$ cat config.mk
export PLATFORM = sky130hd
export DESIGN_NAME = mem_arbiter_flat
export DESIGN_NICKNAME = d
export VERILOG_FILES = /design/src/rtl/mem_arbiter_if.sv /design/src/rtl/mem_arbiter.sv /design/src/flat_wrapper.sv
export SDC_FILE = /design/constraint.sdc
export NUM_CORES = 1
export LEC_CHECK = 0
export ABC_AREA = 1
export CAP_MARGIN = 40
export CORE_MARGIN = 3
export CORE_UTILIZATION = 44
export CTS_CLUSTER_DIAMETER = 30
export DETAILED_ROUTE_END_ITERATION = 7
export GPL_TIMING_DRIVEN = 0
export PLACE_DENSITY = 0.79
export SLEW_MARGIN = 25
export SYNTH_ARGS = -nofsm -noshare
export SYNTH_HDL_FRONTEND = slang
export SYNTH_SLANG_ARGS = --single-unit
$ cat constraint.sdc
create_clock -name clk -period 1.6 [get_ports clk]
set_input_delay 0.24 -clock clk [delete_from_list [all_inputs] [get_ports clk]]
set_output_delay 0.24 -clock clk [all_outputs]
set_load 0.05 [all_outputs]
$ cat src/rtl/mem_arbiter_if.sv
// Fetch, data and memory-side signals of the unified memory arbiter.
// slave = arbiter view; master = requester/memory environment view.
interface mem_arbiter_if #(
    parameter int ADDR_W = 16,
    parameter int DATA_W = 32
);
    logic              i_req;
    logic [ADDR_W-1:0] i_addr;
    logic              i_gnt;
    logic              i_rvalid;
    logic [DATA_W-1:0] i_rdata;

    logic              d_req;
    logic              d_we;
    logic [ADDR_W-1:0] d_addr;
    logic [DATA_W-1:0] d_wdata;
    logic              d_gnt;
    logic              d_rvalid;
    logic [DATA_W-1:0] d_rdata;

    logic              m_en;
    logic              m_we;
    logic [ADDR_W-1:0] m_addr;
    logic [DATA_W-1:0] m_wdata;
    logic [DATA_W-1:0] m_rdata;

    logic              busy;

    modport slave (
        input  i_req, i_addr, d_req, d_we, d_addr, d_wdata, m_rdata,
        output i_gnt, i_rvalid, i_rdata, d_gnt, d_rvalid, d_rdata,
               m_en, m_we, m_addr, m_wdata, busy
    );

    modport master (
        output i_req, i_addr, d_req, d_we, d_addr, d_wdata, m_rdata,
        input  i_gnt, i_rvalid, i_rdata, d_gnt, d_rvalid, d_rdata,
               m_en, m_we, m_addr, m_wdata, busy
    );
endinterface

$ cat src/rtl/mem_arbiter.sv
// Shares one single-ported memory between fetch (read) and data (read/write); ARB_RR_EN selects round-robin.
// gnt one cycle after request, rvalid MEM_LAT cycles after gnt; requests hold until gnt, one access in flight.
module mem_arbiter #(
    parameter int ADDR_W     = 16,
    parameter int DATA_W     = 32,
    parameter int MEM_LAT    = 1,
    parameter int STARVE_MAX = 4
) (
    input  logic         clk,
    input  logic         rst_n,
    mem_arbiter_if.slave bus
);
    typedef enum logic [1:0] {IDLE, ISSUE, WAIT} state_t;

    localparam logic [2:0] LAT_LD = 3'(MEM_LAT);

    state_t            state_q, state_d;
    logic              win_d_q, win_d_d;
    logic              we_q, we_d;
    logic [ADDR_W-1:0] addr_q, addr_d;
    logic [DATA_W-1:0] wdata_q, wdata_d;
    logic [2:0]        cnt_q, cnt_d;
    logic [DATA_W-1:0] i_rdata_q, i_rdata_d;
    logic [DATA_W-1:0] d_rdata_q, d_rdata_d;
    logic              pick_d;

`ifdef ARB_RR_EN
    logic last_d_q, last_d_d;
`else
    localparam int SW = (STARVE_MAX < 1) ? 1 : $clog2(STARVE_MAX + 1);
    localparam logic [SW-1:0] STARVE_LIM = SW'(STARVE_MAX);
    logic [SW-1:0] starve_q, starve_d;
`endif

    // pick_d = 1 when the data port takes the next transaction
    always_comb begin
        pick_d = bus.d_req;
        if (bus.i_req && bus.d_req) begin
`ifdef ARB_RR_EN
            pick_d = !last_d_q;
`else
            pick_d = (starve_q != STARVE_LIM);
`endif
        end
    end

    always_comb begin
        state_d   = state_q;
        win_d_d   = win_d_q;
        we_d      = we_q;
        addr_d    = addr_q;
        wdata_d   = wdata_q;
        cnt_d     = cnt_q;
        i_rdata_d = i_rdata_q;
        d_rdata_d = d_rdata_q;
`ifdef ARB_RR_EN
        last_d_d  = last_d_q;
`else
        starve_d  = starve_q;
`endif
        bus.i_gnt    = 1'b0;
        bus.i_rvalid = 1'b0;
        bus.i_rdata  = i_rdata_q;
        bus.d_gnt    = 1'b0;
        bus.d_rvalid = 1'b0;
        bus.d_rdata  = d_rdata_q;
        bus.m_en     = 1'b0;
        bus.m_we     = 1'b0;
        bus.m_addr   = addr_q;
        bus.m_wdata  = wdata_q;
        bus.busy     = (state_q != IDLE);

        case (state_q)
            IDLE: begin
                if (bus.i_req || bus.d_req) begin
                    state_d = ISSUE;
                    win_d_d = pick_d;
                    we_d    = pick_d && bus.d_we;
                    addr_d  = pick_d ? bus.d_addr : bus.i_addr;
                    wdata_d = pick_d ? bus.d_wdata : wdata_q;
`ifdef ARB_RR_EN
                    last_d_d = pick_d;
`else
                    if (!pick_d) begin
                        starve_d = '0;
                    end else if (bus.i_req && (starve_q != STARVE_LIM)) begin
                        starve_d = starve_q + SW'(1);
                    end
`endif
                end
            end
            ISSUE: begin
                bus.m_en  = 1'b1;
                bus.m_we  = we_q;
                bus.i_gnt = !win_d_q;
                bus.d_gnt = win_d_q;
                if (we_q) begin
                    state_d = IDLE;
                end else begin
                    cnt_d   = LAT_LD;
                    state_d = WAIT;
                end
            end
            WAIT: begin
                cnt_d = cnt_q - 3'd1;
                // last wait cycle: memory data is on m_rdata now, forward and keep a copy
                if (cnt_q == 3'd1) begin
                    state_d = IDLE;
                    if (win_d_q) begin
                        bus.d_rvalid = 1'b1;
                        bus.d_rdata  = bus.m_rdata;
                        d_rdata_d    = bus.m_rdata;
                    end else begin
                        bus.i_rvalid = 1'b1;
                        bus.i_rdata  = bus.m_rdata;
                        i_rdata_d    = bus.m_rdata;
                    end
                end
            end
            default: state_d = IDLE;
        endcase
    end

    always_ff @(posedge clk) begin
        if (!rst_n) begin
            state_q   <= IDLE;
            win_d_q   <= 1'b0;
            we_q      <= 1'b0;
            addr_q    <= '0;
            wdata_q   <= '0;
            cnt_q     <= '0;
            i_rdata_q <= '0;
            d_rdata_q <= '0;
`ifdef ARB_RR_EN
            last_d_q  <= 1'b1;
`else
            starve_q  <= '0;
`endif
        end else begin
            state_q   <= state_d;
            win_d_q   <= win_d_d;
            we_q      <= we_d;
            addr_q    <= addr_d;
            wdata_q   <= wdata_d;
            cnt_q     <= cnt_d;
            i_rdata_q <= i_rdata_d;
            d_rdata_q <= d_rdata_d;
`ifdef ARB_RR_EN
            last_d_q  <= last_d_d;
`else
            starve_q  <= starve_d;
`endif
        end
    end
endmodule

$ cat src/flat_wrapper.sv
// flat-port wrapper written by rule: the top's interface ports become plain ports
module mem_arbiter_flat 
#(
    parameter int ADDR_W     = 16,
    parameter int DATA_W     = 32,
    parameter int MEM_LAT    = 1,
    parameter int STARVE_MAX = 4
)
  (clk, rst_n, bus_i_req, bus_i_addr, bus_d_req, bus_d_we, bus_d_addr, bus_d_wdata, bus_m_rdata, bus_i_gnt, bus_i_rvalid, bus_i_rdata, bus_d_gnt, bus_d_rvalid, bus_d_rdata, bus_m_en, bus_m_we, bus_m_addr, bus_m_wdata, bus_busy);
  mem_arbiter_if #(.ADDR_W(ADDR_W), .DATA_W(DATA_W)) bus_i ();
  input  logic clk;
  input  logic rst_n;
  input wire logic [$bits(bus_i.i_req)-1:0] bus_i_req;
  input wire logic [$bits(bus_i.i_addr)-1:0] bus_i_addr;
  input wire logic [$bits(bus_i.d_req)-1:0] bus_d_req;
  input wire logic [$bits(bus_i.d_we)-1:0] bus_d_we;
  input wire logic [$bits(bus_i.d_addr)-1:0] bus_d_addr;
  input wire logic [$bits(bus_i.d_wdata)-1:0] bus_d_wdata;
  input wire logic [$bits(bus_i.m_rdata)-1:0] bus_m_rdata;
  output wire logic [$bits(bus_i.i_gnt)-1:0] bus_i_gnt;
  output wire logic [$bits(bus_i.i_rvalid)-1:0] bus_i_rvalid;
  output wire logic [$bits(bus_i.i_rdata)-1:0] bus_i_rdata;
  output wire logic [$bits(bus_i.d_gnt)-1:0] bus_d_gnt;
  output wire logic [$bits(bus_i.d_rvalid)-1:0] bus_d_rvalid;
  output wire logic [$bits(bus_i.d_rdata)-1:0] bus_d_rdata;
  output wire logic [$bits(bus_i.m_en)-1:0] bus_m_en;
  output wire logic [$bits(bus_i.m_we)-1:0] bus_m_we;
  output wire logic [$bits(bus_i.m_addr)-1:0] bus_m_addr;
  output wire logic [$bits(bus_i.m_wdata)-1:0] bus_m_wdata;
  output wire logic [$bits(bus_i.busy)-1:0] bus_busy;
  assign bus_i.i_req = bus_i_req;
  assign bus_i.i_addr = bus_i_addr;
  assign bus_i.d_req = bus_d_req;
  assign bus_i.d_we = bus_d_we;
  assign bus_i.d_addr = bus_d_addr;
  assign bus_i.d_wdata = bus_d_wdata;
  assign bus_i.m_rdata = bus_m_rdata;
  assign bus_i_gnt = bus_i.i_gnt;
  assign bus_i_rvalid = bus_i.i_rvalid;
  assign bus_i_rdata = bus_i.i_rdata;
  assign bus_d_gnt = bus_i.d_gnt;
  assign bus_d_rvalid = bus_i.d_rvalid;
  assign bus_d_rdata = bus_i.d_rdata;
  assign bus_m_en = bus_i.m_en;
  assign bus_m_we = bus_i.m_we;
  assign bus_m_addr = bus_i.m_addr;
  assign bus_m_wdata = bus_i.m_wdata;
  assign bus_busy = bus_i.busy;
  mem_arbiter #(.ADDR_W(ADDR_W), .DATA_W(DATA_W), .MEM_LAT(MEM_LAT), .STARVE_MAX(STARVE_MAX)) u_core (.clk(clk), .rst_n(rst_n), .bus(bus_i));
endmodule
==> results.sh, run 1 <==
export IMPL_min_from="rst_n"
export IMPL_wl_met3_um=1520
export IMPL_yosysSeqAreaShare=0.428
export IMPL_p_per_area_nw_per_um2=982
export IMPL_reg2reg_depth=11
export IMPL_whs_endpoint="u_core.starve_q[0]"
export IMPL_htree_levels=4
export IMPL_coreArea_um2=12400
export IMPL_die_y_um=120
export IMPL_die_w_um=120
export IMPL_r2r_slack_ns=-0.07
export IMPL_cts_tree="yes"
export IMPL_synth_area_um2=5710
export IMPL_leakagePower_nw=4.86
export IMPL_drc=0
export IMPL_start_util=0.462
export IMPL_syn_to_final_growth_pct=73.1
export IMPL_critPathRequiredTime_ns=1.36
export IMPL_yosysWarnings=0
export IMPL_wl_met2_um=10000
export IMPL_layout_common_cells="nand2_1, inv_1, nor2_1"
export IMPL_drive_gt1_frac=0.280
export IMPL_worst_slew_pin_slew_ns=0.550
export IMPL_switching_share=0.318
export IMPL_setup_viol=73
export IMPL_crit_fanout=8
export IMPL_first_pass_iters=7
export IMPL_synthCells=909
export IMPL_grt_pass1_wl_um=29500
export IMPL_cts_hold_buf=0
export IMPL_min_path_type="primary input to flop"
export IMPL_r2r_end="u_core.i_rdata_q[19]"
export IMPL_maxCapViolations=0
export IMPL_dpl_cell_count=1295
export IMPL_holdPathStages=3
export IMPL_synth_nets=1014
export IMPL_worstPathArrival_ns=1.97
export IMPL_drt_iter0_drc=454
export IMPL_wirelength_um=19600
export IMPL_setup_ws_ns=-0.611
export IMPL_dieArea_um2=14400
export IMPL_slew_violations=0
export IMPL_max_freq_mhz=452
export IMPL_antenna_found_initial=0
export IMPL_start_kind="flop"
export IMPL_layout_min_cycle_time_ns=2.21
export IMPL_num_vias=6419
export IMPL_n_antenna_cell=0
export IMPL_io_pins=220
export IMPL_highest_signal_layer="met4"
export IMPL_rsz0062_at_grt="true"
export IMPL_grt_usage=0.256
export IMPL_wl_met1_um=7370
export IMPL_final_common_cell="nand2_1"
export IMPL_clockBufferDepth=2
export IMPL_grt_ovfl_total=0
export IMPL_synth_cell_types=22
export IMPL_avgViaCountPerCell=4.66
export IMPL_synth_seq_cells=122
export IMPL_syn_area_per_cell_um2=6.28
export IMPL_final_cells=1378
export IMPL_p_int_mw=6.62
export IMPL_combPwrFrac=0.269
export IMPL_io_buffers=218
export IMPL_final_net_count=1303
export IMPL_clkPwrFrac=0.386
export IMPL_core_rowCount=40
export IMPL_first_global_vias=6050
export IMPL_timing_final_crit_share=1.38
export IMPL_end_kind="output port"
export IMPL_finClkSkew_ns=0.00641
export IMPL_cts_made_buffers=17
export IMPL_violations="setup timing"
export IMPL_grt_max_degree=17
export IMPL_criticalPathCategory="flop to output port"
export IMPL_dp_hpwl_um=12100
export IMPL_drt_wirelength_per_cell_um=14.2
export IMPL_power_switching_mw=3.08
export IMPL_outcome="finished with violations"
export IMPL_fillers=829
export IMPL_rr_startpoint="u_core.cnt_q[1]"
export IMPL_power_total_mw=9.71
export IMPL_insertion_delay_ns=0.42
export IMPL_pwr_share_seq=0.345
export IMPL_ant_nets=0
export IMPL_root_buffer="clkbuf_16"
export IMPL_max_slew_margin=0.635
export IMPL_cts_sinks=122
export IMPL_place_congestion=0.804
export IMPL_clk_pin_slew_worst_paths_ns=0.05
export IMPL_irDropWorstVdd_mv=0.826
export IMPL_finalHoldViolations=0
synthesized netlist by cell type (all sizes together):
library cell,count,area [um^2]
buf,33,203
ha,4,50.1
a21oi,4,20.0
nand3b,16,120
nand3,76,390
dfxtp,122,2440
clkbuf,9,33.8
xor2,1,8.76
nor2,142,548
nand4,1,6.26
nand2,273,1020
or2,1,6.26
inv,225,845
o21ai,2,13.8
per-layer routing:
| metal | up-vias | GRT usage |
|---|---|---|
| met5 | - | 0 |
| met2 | 259 | 0.441 |
| met3 | 55 | 0.0914 |
| met1 | 2933 | 0.290 |
| li1 | 3172 | - |
| met4 | 0 | 0.0974 |
repair_timing:
item	CTS	global route
gates resized for setup	641	44
hold endpoints to repair	0	0
setup endpoints to repair	135	118
cloned	4	0
pin swaps	43	11
buffers inserted	35	13
final cells by class:
type,count,area (um^2),share of cell area
clock buffers,23,488,0.0494
repair buffers,270,2730,0.277
well taps,168,210,0.0213
inverters,225,1030,0.105
multi-input cells,520,2510,0.254
clock inverters,8,92.6,0.00937
plain buffers,42,355,0.0359
flip-flops and latches,122,2460,0.249
power by group through the flow:
stage	clock network, mW	logic [mW]	registers, mW
floorplan	0	1.04	3.87
global placement	0	2.36	3.40
detailed placement	0	2.37	3.40
CTS	3.77	2.51	3.35
global route	3.92	2.79	3.37
finish	3.75	2.61	3.35
cells by family (layout without fill, tap and decap cells):
logic type / Yosys count / count (layout) / share of synthesized area
fa+ha+maj: 4 / 4 / 0.00876
flops: 122 / 122 / 0.428
simple gates: 509 / 509 / 0.367
buf+inv: 267 / 568 / 0.189
compound gates: 6 / 6 / 0.00591
xor+xnor: 1 / 1 / 0.00153
registers in the layout, summed over array words and instances (netlist names):
signal / flops
u_core.i_rdata_q: 32
u_core.bus.m_addr: 16
u_core.cnt_q: 3
u_core.state_q: 2
u_core.bus.m_wdata: 32
u_core.win_d_q: 1
u_core.d_rdata_q: 32
u_core.starve_q: 3
u_core.we_q: 1
how the worst max path moves through the flow:
stage | from | to | slack (ns) | cells past startpoint
after global routing | u_core.cnt_q[1] | bus_i_rdata[3] | -0.69 | 10
final | u_core.cnt_q[1] | bus_i_rdata[3] | -0.61 | 10
after floorplan | u_core.state_q[1] | bus_d_rdata[12] | -0.05 | 8
after detailed placement | u_core.state_q[1] | bus_d_rdata[1] | -0.91 | 9
after CTS | u_core.cnt_q[1] | bus_i_rdata[12] | -0.51 | 10
after global placement | u_core.state_q[1] | bus_d_rdata[1] | -0.85 | 9
metrics by stage:
step | setup slack [ns] | TNS [ns] | area (um^2) | util | hold WS, ns
global placement | -0.846 | -62.92 | 8410 | 0.680 | 0.457
detailed placement | -0.907 | -65.21 | 8410 | 0.680 | 0.460
global route | -0.694 | -42.26 | 9880 | 0.800 | 0.221
floorplan | -0.0493 | -0.920 | 6020 | - | 0.375
CTS | -0.515 | -30.63 | 9630 | 0.779 | 0.198
finish | -0.611 | -34.01 | 9880 | 0.800 | 0.206
critical path, stage by stage, from the launching register on:
cell and delay [ns]:
dfxtp_2 0.32, inv_2 0.08, ha_4 0.16, nand2_2 0.08
nor2_4 0.14, buf_12 0.16, buf_8 0.12, nand3_1 0.10
nand2_2 0.12, clkinvlp_4 0.11, buf_6 0.16
(Power assumes the default switching activity.)
==> inputs of run 2 (changes only) <==
--- a/config.mk
+++ b/config.mk
@@ -8,11 +8,12 @@
 export ABC_AREA = 1
 export CAP_MARGIN = 40
 export CORE_MARGIN = 3
-export CORE_UTILIZATION = 44
+export CORE_UTILIZATION = 60
 export CTS_CLUSTER_DIAMETER = 30
 export DETAILED_ROUTE_END_ITERATION = 7
+export DONT_BUFFER_PORTS = 1
 export GPL_TIMING_DRIVEN = 0
-export PLACE_DENSITY = 0.79
+export PLACE_DENSITY = 0.75
 export SLEW_MARGIN = 25
 export SYNTH_ARGS = -nofsm -noshare
 export SYNTH_HDL_FRONTEND = slang
==> results.sh, run 2 (synthesis results as in run 1) <==
export IMPL_outcome="finished with violations"
export IMPL_violations="setup timing"
export IMPL_crit_fanout=5
export IMPL_reg2reg_depth=10
export IMPL_slew_violations=0
export IMPL_coreArea_um2=8980
export IMPL_critPathRequiredTime_ns=1.36
export IMPL_setup_ws_ns=-0.692
export IMPL_first_pass_iters=6
export IMPL_stdcell_area_um2=8140
export IMPL_r2r_slack_ns=0
export IMPL_core_rowCount=34
export IMPL_final_net_count=1128
export IMPL_layout_min_cycle_time_ns=2.29
export IMPL_die_y_um=104
export IMPL_cts_made_buffers=17
export IMPL_dpl_cell_count=1035
export IMPL_drt_wirelength_per_cell_um=16.5
export IMPL_rsz0062_at_grt="true"
export IMPL_n_antenna_cell=0
export IMPL_drive_gt1_frac=0.259
export IMPL_holdPathStages=4
export IMPL_root_buffer="clkbuf_8"
export IMPL_worstPathArrival_ns=2.05
export IMPL_irDropWorstVdd_mv=0.756
export IMPL_cts_tree="yes"
export IMPL_p_per_area_nw_per_um2=1070
export IMPL_grt_pass1_wl_um=28200
export IMPL_maxCapViolations=0
export IMPL_grt_max_degree=17
export IMPL_dieArea_um2=10700
export IMPL_setup_viol=70
export IMPL_rr_startpoint="u_core.cnt_q[1]"
export IMPL_die_w_um=104
export IMPL_timing_setup_tns_ns=-41.82
export IMPL_start_kind="flop"
export IMPL_max_freq_mhz=436
export IMPL_drc=0
export IMPL_io_pins=220
export IMPL_layout_common_cells="nand2_1, inv_1, nor2_1"
export IMPL_clockBufferDepth=2
export IMPL_start_util=0.636
export IMPL_avgViaCountPerCell=5.31
export IMPL_final_common_cell="nand2_1"
export IMPL_finalHoldViolations=0
export IMPL_wirelength_um=19100
export IMPL_dp_hpwl_um=10600
export IMPL_num_vias=6155
export IMPL_insertion_delay_ns=0.52
export IMPL_end_kind="output port"
export IMPL_clk_pin_slew_worst_paths_ns=0.05
export IMPL_io_buffers=0
export IMPL_place_congestion=0.817
export IMPL_final_cells=1160
export IMPL_criticalPathCategory="flop to output port"
export IMPL_antenna_found_initial=0
export IMPL_leakagePower_nw=3.78
export IMPL_min_path_type="primary input to flop"
export IMPL_first_global_vias=5949
export IMPL_placed_area_um2=6180
export IMPL_grt_ovfl_total=0
export IMPL_final_util=0.907
export IMPL_cts_sinks=122
export IMPL_whs_endpoint="u_core.d_rdata_q[20]"
export IMPL_min_from="bus_m_rdata[20]"
export IMPL_htree_levels=4
export IMPL_ant_nets=0
export IMPL_syn_to_final_growth_pct=42.5
export IMPL_finClkSkew_ns=0.0108
export IMPL_grt_usage=0.320
export IMPL_drt_iter0_drc=412
export IMPL_max_slew_margin=0.620
export IMPL_worst_slew_pin_slew_ns=0.570
export IMPL_r2r_end="u_core.d_rdata_q[29]"
export IMPL_timing_final_crit_share=1.43
## run 2: changes by cell type in the layout (fill, tap and decap cells not counted), moves of 13 or more
cell,before,now
buf_4,50,19
buf_6,63,24
buf_8,27,1
clkdlybuf4s50_1,99,0
clkinvlp_4,50,68
dlygate4sd2_1,47,0
dlygate4sd3_1,0,70
inv_1,168,155
nand2_1,211,183
nand2_4,1,21
## run 2: stage by stage
stage	hold slack [ns]	power, mW	worst slack, ns
floorplan	0.375	4.91	-0.0493
finish	0.00254	8.74	-0.692
global route	0.0155	9.02	-0.769
CTS	0.00398	8.55	-0.636
detailed placement	0.384	5.15	-0.296
global placement	0.377	5.10	-0.257
## run 2: worst max-delay path by stage
stage | from | endpoint | slack [ns] | depth (start not counted)
after floorplan | u_core.state_q[1] | bus_d_rdata[12] | -0.05 | 8
after global placement | u_core.state_q[1] | bus_d_rdata[16] | -0.26 | 8
after detailed placement | u_core.cnt_q[1] | bus_d_rdata[14] | -0.30 | 8
after CTS | u_core.cnt_q[1] | bus_d_rdata[23] | -0.64 | 9
after global routing | u_core.cnt_q[1] | bus_d_rdata[10] | -0.77 | 9
final | u_core.cnt_q[1] | bus_d_rdata[7] | -0.69 | 9
## run 2: where the power goes
| part | switching, mW | internal, mW |
|---|---|---|
| registers | 0.640 | 3.24 |
| clock network | 1.31 | 1.90 |
| logic | 1.10 | 0.547 |
| total | 3.05 | 5.69 |
## run 2: critical path, stage by stage, from the launching register on
cell and delay [ns]:
dfxtp_2 0.33, inv_2 0.07, ha_4 0.16, nand3_4 0.08, nor2_4 0.17, buf_6 0.16, clkbuf_16 0.16, nand2_2 0.06
nand2_2 0.10, clkinvlp_4 0.25
## run 2: cell type report
type | count | area (um^2)
sequential | 122 | 2450
fill | 403 | 837
multi-input combinational | 520 | 2640
timing repair buffer | 95 | 966
tap | 126 | 158
buffer | 42 | 337
inverter | 225 | 1090
clock buffer | 21 | 439
clock inverter | 9 | 52.6
## run 2: layer usage
layer / up-vias / part of all wire / GRT usage
li1: 2832 / - / -
met4: 0 / 0.043 / 0.142
met1: 2829 / 0.36 / 0.358
met3: 94 / 0.093 / 0.0995
met5: - / 0 / 0
met2: 400 / 0.50 / 0.558
## run 2: repair_timing
item,4_1_cts,5_1_grt
setup endpoints to repair,89,99
gates resized for setup,104,64
pin swaps,6,19
gates cloned,2,5
setup buffers,7,11
hold buffers,70,0
hold endpoints to repair,54,0
